**src/rtl/screen_sequencer.sv**
```systemverilog
// Full-screen raster draw engine: sweeps one stored screen image from an external ROM
// and streams x/y/colour/plot into the VGA adapter, with busy/done status.
module screen_sequencer #(
  parameter int unsigned NUM_SCREENS     = 3,
  parameter int unsigned SEL_BITS        = (NUM_SCREENS > 1) ? $clog2(NUM_SCREENS) : 1,
  parameter int unsigned WIDTH           = 160,
  parameter int unsigned HEIGHT          = 120,
  parameter int unsigned X_BITS          = 8,
  parameter int unsigned Y_BITS          = 7,
  parameter int unsigned COLOUR_BITS     = 3,
  parameter int unsigned ROM_LATENCY     = 1,
  parameter int unsigned TRANSPARENT_EN  = 0,
  parameter int unsigned TRANSPARENT_KEY = 0,
  parameter int unsigned AUTO_START      = 1
) (
  input  logic                   clock,
  input  logic                   resetn,
  input  logic                   draw_req,
  input  logic [SEL_BITS-1:0]    screen_sel,
  input  logic                   advance,
  output logic [SEL_BITS-1:0]    rom_screen,
  output logic [X_BITS-1:0]      rom_x,
  output logic [Y_BITS-1:0]      rom_y,
  input  logic [COLOUR_BITS-1:0] rom_colour,
  output logic [X_BITS-1:0]      x,
  output logic [Y_BITS-1:0]      y,
  output logic [COLOUR_BITS-1:0] colour,
  output logic                   plot,
  output logic                   busy,
  output logic                   done,
  output logic [SEL_BITS-1:0]    cur_screen
);

  localparam logic [1:0] StIdle  = 2'd0;
  localparam logic [1:0] StDraw  = 2'd1;
  localparam logic [1:0] StFlush = 2'd2;
  localparam logic [1:0] StWait  = 2'd3;

  localparam logic [X_BITS-1:0]      XLast   = X_BITS'(WIDTH - 1);
  localparam logic [Y_BITS-1:0]      YLast   = Y_BITS'(HEIGHT - 1);
  localparam logic [SEL_BITS-1:0]    SelLast = SEL_BITS'(NUM_SCREENS - 1);
  localparam logic [COLOUR_BITS-1:0] Key     = COLOUR_BITS'(TRANSPARENT_KEY);

  logic [1:0]             state_q, state_d;
  logic [SEL_BITS-1:0]    cur_q, cur_d;
  logic [X_BITS-1:0]      rx_q, rx_d;
  logic [Y_BITS-1:0]      ry_q, ry_d;
  logic                   done_q, done_d;
  logic [ROM_LATENCY-1:0] v_q;
  logic [X_BITS-1:0]      px_q [ROM_LATENCY];
  logic [Y_BITS-1:0]      py_q [ROM_LATENCY];
  logic [X_BITS-1:0]      x_q;
  logic [Y_BITS-1:0]      y_q;
  logic [COLOUR_BITS-1:0] colour_q;

  logic sel_ok;
  logic req_valid;
  logic flush_last;
  logic transparent;
  logic plot_int;

  assign sel_ok      = 32'(screen_sel) < NUM_SCREENS;
  assign req_valid   = (state_q == StDraw);
  // No new requests enter during FLUSH, so the last pixel is alone in the final stage.
  assign flush_last  = v_q[ROM_LATENCY-1] && ($countones(v_q) == 1);
  assign transparent = (TRANSPARENT_EN != 0) && (rom_colour == Key);
  assign plot_int    = v_q[ROM_LATENCY-1] && !transparent;

  always_comb begin
    state_d = state_q;
    cur_d   = cur_q;
    rx_d    = rx_q;
    ry_d    = ry_q;
    done_d  = 1'b0;
    case (state_q)
      StIdle: begin
        if (AUTO_START != 0) begin
          state_d = StDraw;
          cur_d   = '0;
        end else if (draw_req && sel_ok) begin
          state_d = StDraw;
          cur_d   = screen_sel;
        end
      end
      StDraw: begin
        if (rx_q == XLast) begin
          rx_d = '0;
          if (ry_q == YLast) begin
            ry_d    = '0;
            state_d = StFlush;
          end else begin
            ry_d = ry_q + Y_BITS'(1);
          end
        end else begin
          rx_d = rx_q + X_BITS'(1);
        end
      end
      StFlush: begin
        if (flush_last) begin
          state_d = StWait;
          done_d  = 1'b1;
        end
      end
      StWait: begin
        if (draw_req && sel_ok) begin
          state_d = StDraw;
          cur_d   = screen_sel;
        end else if (advance) begin
          state_d = StDraw;
          cur_d   = (cur_q == SelLast) ? '0 : cur_q + SEL_BITS'(1);
        end
      end
      default: state_d = StIdle;
    endcase
  end

  always_ff @(posedge clock) begin
    if (!resetn) begin
      state_q  <= StIdle;
      cur_q    <= '0;
      rx_q     <= '0;
      ry_q     <= '0;
      done_q   <= 1'b0;
      v_q      <= '0;
      x_q      <= '0;
      y_q      <= '0;
      colour_q <= '0;
      for (int k = 0; k < ROM_LATENCY; k++) begin
        px_q[k] <= '0;
        py_q[k] <= '0;
      end
    end else begin
      state_q <= state_d;
      cur_q   <= cur_d;
      rx_q    <= rx_d;
      ry_q    <= ry_d;
      done_q  <= done_d;
      v_q[0]  <= req_valid;
      px_q[0] <= rx_q;
      py_q[0] <= ry_q;
      for (int k = 1; k < ROM_LATENCY; k++) begin
        v_q[k]  <= v_q[k-1];
        px_q[k] <= px_q[k-1];
        py_q[k] <= py_q[k-1];
      end
      if (plot_int) begin
        x_q      <= px_q[ROM_LATENCY-1];
        y_q      <= py_q[ROM_LATENCY-1];
        colour_q <= rom_colour;
      end
    end
  end

  // Output stage follows the aligned pipeline while plotting and holds otherwise.
  always_comb begin
    plot       = plot_int;
    x          = plot_int ? px_q[ROM_LATENCY-1] : x_q;
    y          = plot_int ? py_q[ROM_LATENCY-1] : y_q;
    colour     = plot_int ? rom_colour : colour_q;
    busy       = (state_q == StDraw) || (state_q == StFlush);
    done       = done_q;
    cur_screen = cur_q;
    rom_screen = cur_q;
    rom_x      = rx_q;
    rom_y      = ry_q;
  end

endmodule

```
**config.mk**
```make
export PLATFORM = sky130hd
export DESIGN_NAME = screen_sequencer
export DESIGN_NICKNAME = d
export VERILOG_FILES = /design/src/rtl/screen_sequencer.sv
export SDC_FILE = /design/constraint.sdc
export NUM_CORES = 1
export LEC_CHECK = 0
export CORE_UTILIZATION = 45
export CTS_CLUSTER_SIZE = 28
export DETAILED_ROUTE_END_ITERATION = 6
export PLACE_DENSITY = 0.72
export RECOVER_POWER = 50
export SYNTH_ARGS = -nofsm -noshare
export SYNTH_HDL_FRONTEND = slang
export SYNTH_SLANG_ARGS = --single-unit
```
**constraint.sdc**
```tcl
create_clock -name clock -period 2.4 [get_ports clock]
set_input_delay 0.48 -clock clock [delete_from_list [all_inputs] [get_ports clock]]
set_output_delay 0.48 -clock clock [all_outputs]
set_load 0.02 [all_outputs]
```
==> results of run 1 <==
[worst max-delay path: stages (launching register included)]
cell and delay (ns):
dfxtp_1 0.42, inv_1 0.07, ha_1 0.31, inv_1 0.07, clkdlybuf4s50_1 0.60
[layer usage]
layer  vias to the layer above  part of all wire, %  global-route usage, %
li1                        790                    -                      -
met2                        25                   47                  24.82
met1                       702                   48                  20.45
met5                         -                    0                      0
met4                         0                  1.2                  5.229
met3                         4                  3.4                  5.000
[final timing paths]
kind / to / slack, ns / from
worst max-delay path: busy / 0.15 / state_q[0]
worst min register to register: state_q[1] / 0.51 / state_q[1]
worst max register to register: state_q[0] / 0.60 / rom_y[0]
worst min-delay path: state_q[1] / 0.51 / state_q[1]
[through the flow]
step                cells  setup WS, ns
floorplan             210        0.7512
global placement      319        0.2481
detailed placement    319        0.2419
CTS                   327        0.1307
global route          327       0.03063
finish                327        0.1546
[report_power, final]
part	switching, mW	internal (mW)
Combinational	0.236	0.235
Sequential	0.0377	0.940
Clock	0.272	0.233
Total	0.546	1.41
[cell type report]
class / count / area [um2]
clock inverter: 1 / 5.005
sequential: 54 / 1081
clock buffer: 7 / 86.33
fill: 452 / 1903
timing repair buffer: 53 / 510.5
tap: 67 / 83.83
inverter: 5 / 18.77
multi-input combinational: 140 / 1066
[cell usage in the layout, fill, tap and decap left out, drive strengths merged]
| master | count |
|---|---|
| a211oi | 1 |
| a21boi | 3 |
| and2 | 41 |
| and3 | 2 |
| and4 | 1 |
| and4bb | 1 |
| buf | 3 |
| clkbuf | 9 |
| clkdlybuf4s50 | 45 |
| clkinv | 1 |
| dfxtp | 54 |
| dlygate4sd3 | 3 |
| ha | 6 |
| inv | 5 |
| mux2 | 18 |
| mux2i | 5 |
| nand2 | 12 |
| nand2b | 3 |
| nand3 | 4 |
| nand4 | 3 |
| nand4b | 1 |
| nand4bb | 1 |
| nor2 | 11 |
| nor2b | 3 |
| nor3 | 1 |
| nor4 | 2 |
| o2111ai | 1 |
| o211ai | 1 |
| o21a | 1 |
| o21ai | 2 |
| o221ai | 1 |
| o31ai | 1 |
| o41ai | 1 |
| or2b | 1 |
| or3 | 1 |
| xnor2 | 7 |
| xor2 | 4 |
[sequential cells by signal, summed over array words and instances, names as in the netlist]
| signal | flops |
|---|---|
| state_q | 2 |
| px_q | 8 |
| cur_screen | 2 |
| y_q | 7 |
| plot | 1 |
| rom_x | 8 |
| colour_q | 3 |
| done | 1 |
| x_q | 8 |
| py_q | 7 |
| rom_y | 7 |
[Yosys cell counts (2+ instances only)]
master / count
nor4_1: 2
nor2b_1: 3
clkbuf_1: 4
dfxtp_1: 54
inv_1: 5
and2_1: 40
nand2b_1: 3
nand4_1: 3
and3_1: 2
a21boi_0: 2
buf_6: 3
buf_2: 2
ha_1: 6
o21ai_0: 2
mux2_2: 18
mux2i_1: 5
xnor2_1: 7
nand2_1: 11
buf_4: 2
nand3_1: 4
nor2_1: 11
xor2_1: 4
[cells by family after synthesis]
| logic type | after synthesis | share of synthesized area, % |
|---|---|---|
| mux | 23 | 11.28 |
| fa+ha+maj | 6 | 3.352 |
| buf+inv | 16 | 4.134 |
| xor+xnor | 11 | 4.302 |
| flops | 54 | 48.27 |
| simple gates | 88 | 23.86 |
| compound gates | 12 | 4.805 |
==> impl_metrics.env, run 1 <==
export IMPL_synth_cell_types=39
export IMPL_fin_crit_ns=2.245
export IMPL_drv_slew=0
export IMPL_worst_pin_slew_ns=0.7900
export IMPL_track_usage_pct=15.76
export IMPL_clockBufferDepth=2
export IMPL_routedWlPerCell_um=11.36
export IMPL_async_flop_share_pct=0
export IMPL_clock_sinks=54
export IMPL_vias_per_cell=4.651
export IMPL_start_kind="register"
export IMPL_path_clk_slew_ns=0.09
export IMPL_diodes=0
export IMPL_synth_edf_count=0
export IMPL_required_ns=1.92
export IMPL_setup_violations=0
export IMPL_start_util_pct=47.11
export IMPL_htree_num_levels=2
export IMPL_cts_root_buffer="clkbuf_8"
export IMPL_final_area_mm2=0.002851
export IMPL_dieArea_mm2=0.005263
export IMPL_status="finished clean"
export IMPL_syn_nets=225
export IMPL_place_congestion=0.7886
export IMPL_finalCritPeriodShare_pct=93.56
export IMPL_rows=25
export IMPL_synth_warnings=0
export IMPL_drt_pass1_iter_count=4
export IMPL_crit_type="register to primary output"
export IMPL_clk_latency_ns=0.30
export IMPL_ys_seq_area_share_pct=48.27
export IMPL_syn_area_mm2=0.002240
export IMPL_hold_viol=0
export IMPL_timing_hold_ws_ns=0.5143
export IMPL_io_buffers=48
export IMPL_avgSynthCellArea_um2=10.66
export IMPL_dr_first_iter_drc_count=59
export IMPL_yosysTopAreaCell="dfxtp_1"
export IMPL_syn_inst=210
export IMPL_vias=1521
export IMPL_maxSlewHeadroom_pct=47.33
export IMPL_drive_gt1_share_pct=13.85
export IMPL_p_per_area_mw_per_mm2=685.0
export IMPL_post_route_drc_count=0
export IMPL_cts_resized=0
export IMPL_final_nets=274
export IMPL_power_mw=1.953
export IMPL_core_mm2=0.004755
export IMPL_worstRegToRegCells=5
export IMPL_cap_violations=0
export IMPL_path_max_fanout=5
export IMPL_ant_nets=0
export IMPL_place_area_mm2=0.002768
export IMPL_dieHeight_um=72.55
export IMPL_first_global_vias=1342
export IMPL_dp_hpwl_um=2669
export IMPL_cts_tree="yes"
export IMPL_tns_ns=0
export IMPL_hold_path_class="register to register"
export IMPL_grt_first_pass_wirelength_um=6285
export IMPL_fin_skew_ns=0.007147
export IMPL_critPathCaptureType="primary output"
export IMPL_ir_drop_uv=415.6
export IMPL_hold_depth=2
export IMPL_fin_util_pct=59.97
export IMPL_ctsHoldBuffers=0
export IMPL_antenna_found_initial=0
export IMPL_cts_setup_buffers=0
export IMPL_die_width_um=72.55
export IMPL_grt_overflow_total=0
export IMPL_io_pins=49
export IMPL_grt_max_degree=25
export IMPL_clock_fmax_ghz=0.4454
export IMPL_synthTopCellsByArea="dfxtp_1, and2_1, mux2_2, ha_1, xnor2_1"
export IMPL_rsz0062_at_grt="false"
export IMPL_synth_seq_cells=54
export IMPL_synth_flop_cell="dfxtp_1"
export IMPL_finalWirelength_um=3714
export IMPL_synth_top_area_share_pct=48.27
export IMPL_numCtsBuffers=5
export IMPL_syn2layout_area_growth_pct=27.32
export IMPL_leakage_nw=1.102
export IMPL_arrival_ns=1.77
Power figures use the tool's default switching activity.
==> inputs of run 2 (changes only) <==
--- a/config.mk
+++ b/config.mk
@@ -8,7 +8,7 @@
 export CORE_UTILIZATION = 45
 export CTS_CLUSTER_SIZE = 28
 export DETAILED_ROUTE_END_ITERATION = 6
-export PLACE_DENSITY = 0.72
+export PLACE_DENSITY = 0.82
 export RECOVER_POWER = 50
 export SYNTH_ARGS = -nofsm -noshare
 export SYNTH_HDL_FRONTEND = slang
==> run 2 against run 1 <==
  * Critical path depth is 1 lower
  * Sequential share of layout area is 0.17 points lower
  * Count of clock-buffer cells in the layout stayed put
  * Cell count is 0.31% lower
  * Critical path type unchanged
  * Highest routed layer unchanged
==> impl_metrics.env, run 2 (synthesis results as in run 1) <==
export IMPL_fill_cells=426
export IMPL_post_route_drc_count=0
export IMPL_fin_crit_ns=2.280
export IMPL_min_from="state_q[1]"
export IMPL_ctsHoldBuffers=0
export IMPL_worstRegToRegCells=5
export IMPL_dieHeight_um=72.55
export IMPL_clockBufferDepth=2
export IMPL_start_util_pct=47.11
export IMPL_ir_drop_uv=386.4
export IMPL_finalWirelength_um=3831
export IMPL_r2r_start="state_q[0]"
export IMPL_syn2layout_area_growth_pct=27.88
export IMPL_rsz0062_at_grt="false"
export IMPL_first_global_vias=1496
export IMPL_diodes=0
export IMPL_placed_cells=318
export IMPL_cap_violations=0
export IMPL_maxSlewHeadroom_pct=53.53
export IMPL_tns_ns=0
export IMPL_hold_end="state_q[1]"
export IMPL_layout_common_cells="dfxtp_1, clkdlybuf4s50_1, and2_1, mux2_2"
export IMPL_r2r_slack_ns=0.65
export IMPL_place_area_mm2=0.002760
export IMPL_hold_depth=2
export IMPL_dr_first_iter_drc_count=86
export IMPL_clk_latency_ns=0.31
export IMPL_switching_power_uw=544.7
export IMPL_leakage_nw=1.117
export IMPL_cts_tree="yes"
export IMPL_cts_setup_buffers=0
export IMPL_vias=1573
export IMPL_switching_share_pct=26.90
export IMPL_die_width_um=72.55
export IMPL_io_buffers=48
export IMPL_hold_viol=0
export IMPL_grt_first_pass_wirelength_um=6403
export IMPL_final_nets=273
export IMPL_crit_type="register to primary output"
export IMPL_vias_per_cell=4.825
export IMPL_stdcell_count=326
export IMPL_required_ns=1.92
export IMPL_grt_overflow_total=0
export IMPL_p_per_area_mw_per_mm2=706.9
export IMPL_grt_max_degree=47
export IMPL_cts_root_buffer="clkbuf_8"
export IMPL_register_area_mm2=0.001081
export IMPL_final_area_mm2=0.002864
export IMPL_rows=25
export IMPL_clock_sinks=54
export IMPL_core_mm2=0.004755
export IMPL_drt_pass1_iter_count=4
export IMPL_multiInputGateArea_mm2=0.001066
export IMPL_track_usage_pct=15.86
export IMPL_ant_nets=0
export IMPL_numCtsBuffers=5
export IMPL_hold_path_class="register to register"
export IMPL_htree_num_levels=2
export IMPL_clkPwrFrac_pct=29.3
export IMPL_io_pins=49
export IMPL_r2r_end="rom_y[4]"
export IMPL_drive_gt1_share_pct=13.90
export IMPL_finalCritPeriodShare_pct=95.00
export IMPL_p_int_mw=1.480
export IMPL_critPathCaptureType="primary output"
export IMPL_path_max_fanout=16
export IMPL_setup_violations=0
export IMPL_status="finished clean"
export IMPL_routedWlPerCell_um=11.75
export IMPL_start_kind="register"
export IMPL_dp_slack_ns=0.2427
export IMPL_antenna_found_initial=0
export IMPL_clock_fmax_ghz=0.4386
export IMPL_dieArea_mm2=0.005263
export IMPL_drv_slew=0
export IMPL_setup_ws_ns=0.1199
export IMPL_dp_hpwl_um=2774
export IMPL_fin_skew_ns=0.009073
export IMPL_comb_power_share_pct=22.5
export IMPL_timing_hold_ws_ns=0.5058
export IMPL_layout_commonest_cell="dfxtp_1"
export IMPL_cts_resized=0
export IMPL_path_clk_slew_ns=0.09
export IMPL_worst_pin_slew_ns=0.6970
export IMPL_arrival_ns=1.80
export IMPL_place_congestion=0.7999
export IMPL_seqPwrFrac_pct=48.2
[run 2: cell types whose count changed in the layout (fill, tap and decap cells not counted)]
cell,previous run,this run
and2_0,15,6
and2_1,25,34
bufinv_16,0,1
clkbuf_1,3,2
clkbuf_2,0,1
clkbuf_8,6,5
clkinv_2,1,0
[run 2: per-stage QoR]
stage / power (mW) / utilization (%)
3_5_place_dp: 1.462 / 58.05
5_1_grt: 2.119 / 60.24
4_1_cts: 2.055 / 60.29
3_3_place_gp: 1.451 / 58.05
2_1_floorplan: 1.318 / -
6_report: 2.025 / 60.24
[run 2: metal layers]
metal	part of all wire [%]	track usage [%]
met1	43	17.03
met2	52	27.73
met3	2.8	4.722
met4	2.1	8.932
met5	0	0
[run 2: worst max-delay path by stage]
| stage | from | endpoint | cells after the start |
|---|---|---|---|
| 6_report | plot | x[7] | 3 |
| 5_1_grt | state_q[0] | busy | 4 |
| 4_1_cts | plot | x[7] | 3 |
| 3_5_place_dp | rom_colour[2] | colour[2] | 3 |
| 3_3_place_gp | rom_colour[1] | colour[1] | 3 |
| 2_1_floorplan | rom_x[0] | rom_y[3] | 6 |
[run 2: area by class of cell]
| class | instances | share of cell area (%) |
|---|---|---|
| repair buffers | 52 | 17.74 |
| well taps | 67 | 2.927 |
| clock buffers | 7 | 2.665 |
| flip-flops and latches | 54 | 37.75 |
| inverters | 5 | 0.6553 |
| multi-input cells | 140 | 37.22 |
| clock inverters | 1 | 1.048 |
[run 2: power by group through the flow]
| stage | clock network (mW) | registers [mW] | logic, mW |
|---|---|---|---|
| floorplan | 0 | 1.02 | 0.302 |
| global placement | 0 | 0.998 | 0.453 |
| detailed placement | 0 | 1.00 | 0.462 |
| CTS | 0.610 | 0.979 | 0.466 |
| global route | 0.637 | 0.984 | 0.498 |
| finish | 0.593 | 0.977 | 0.455 |
[run 2: critical path, stage by stage (launching register included)]
cell             delay [ns]
dfxtp_1                0.34
buf_4                  0.23
mux2_2                 0.38
clkdlybuf4s50_1        0.54
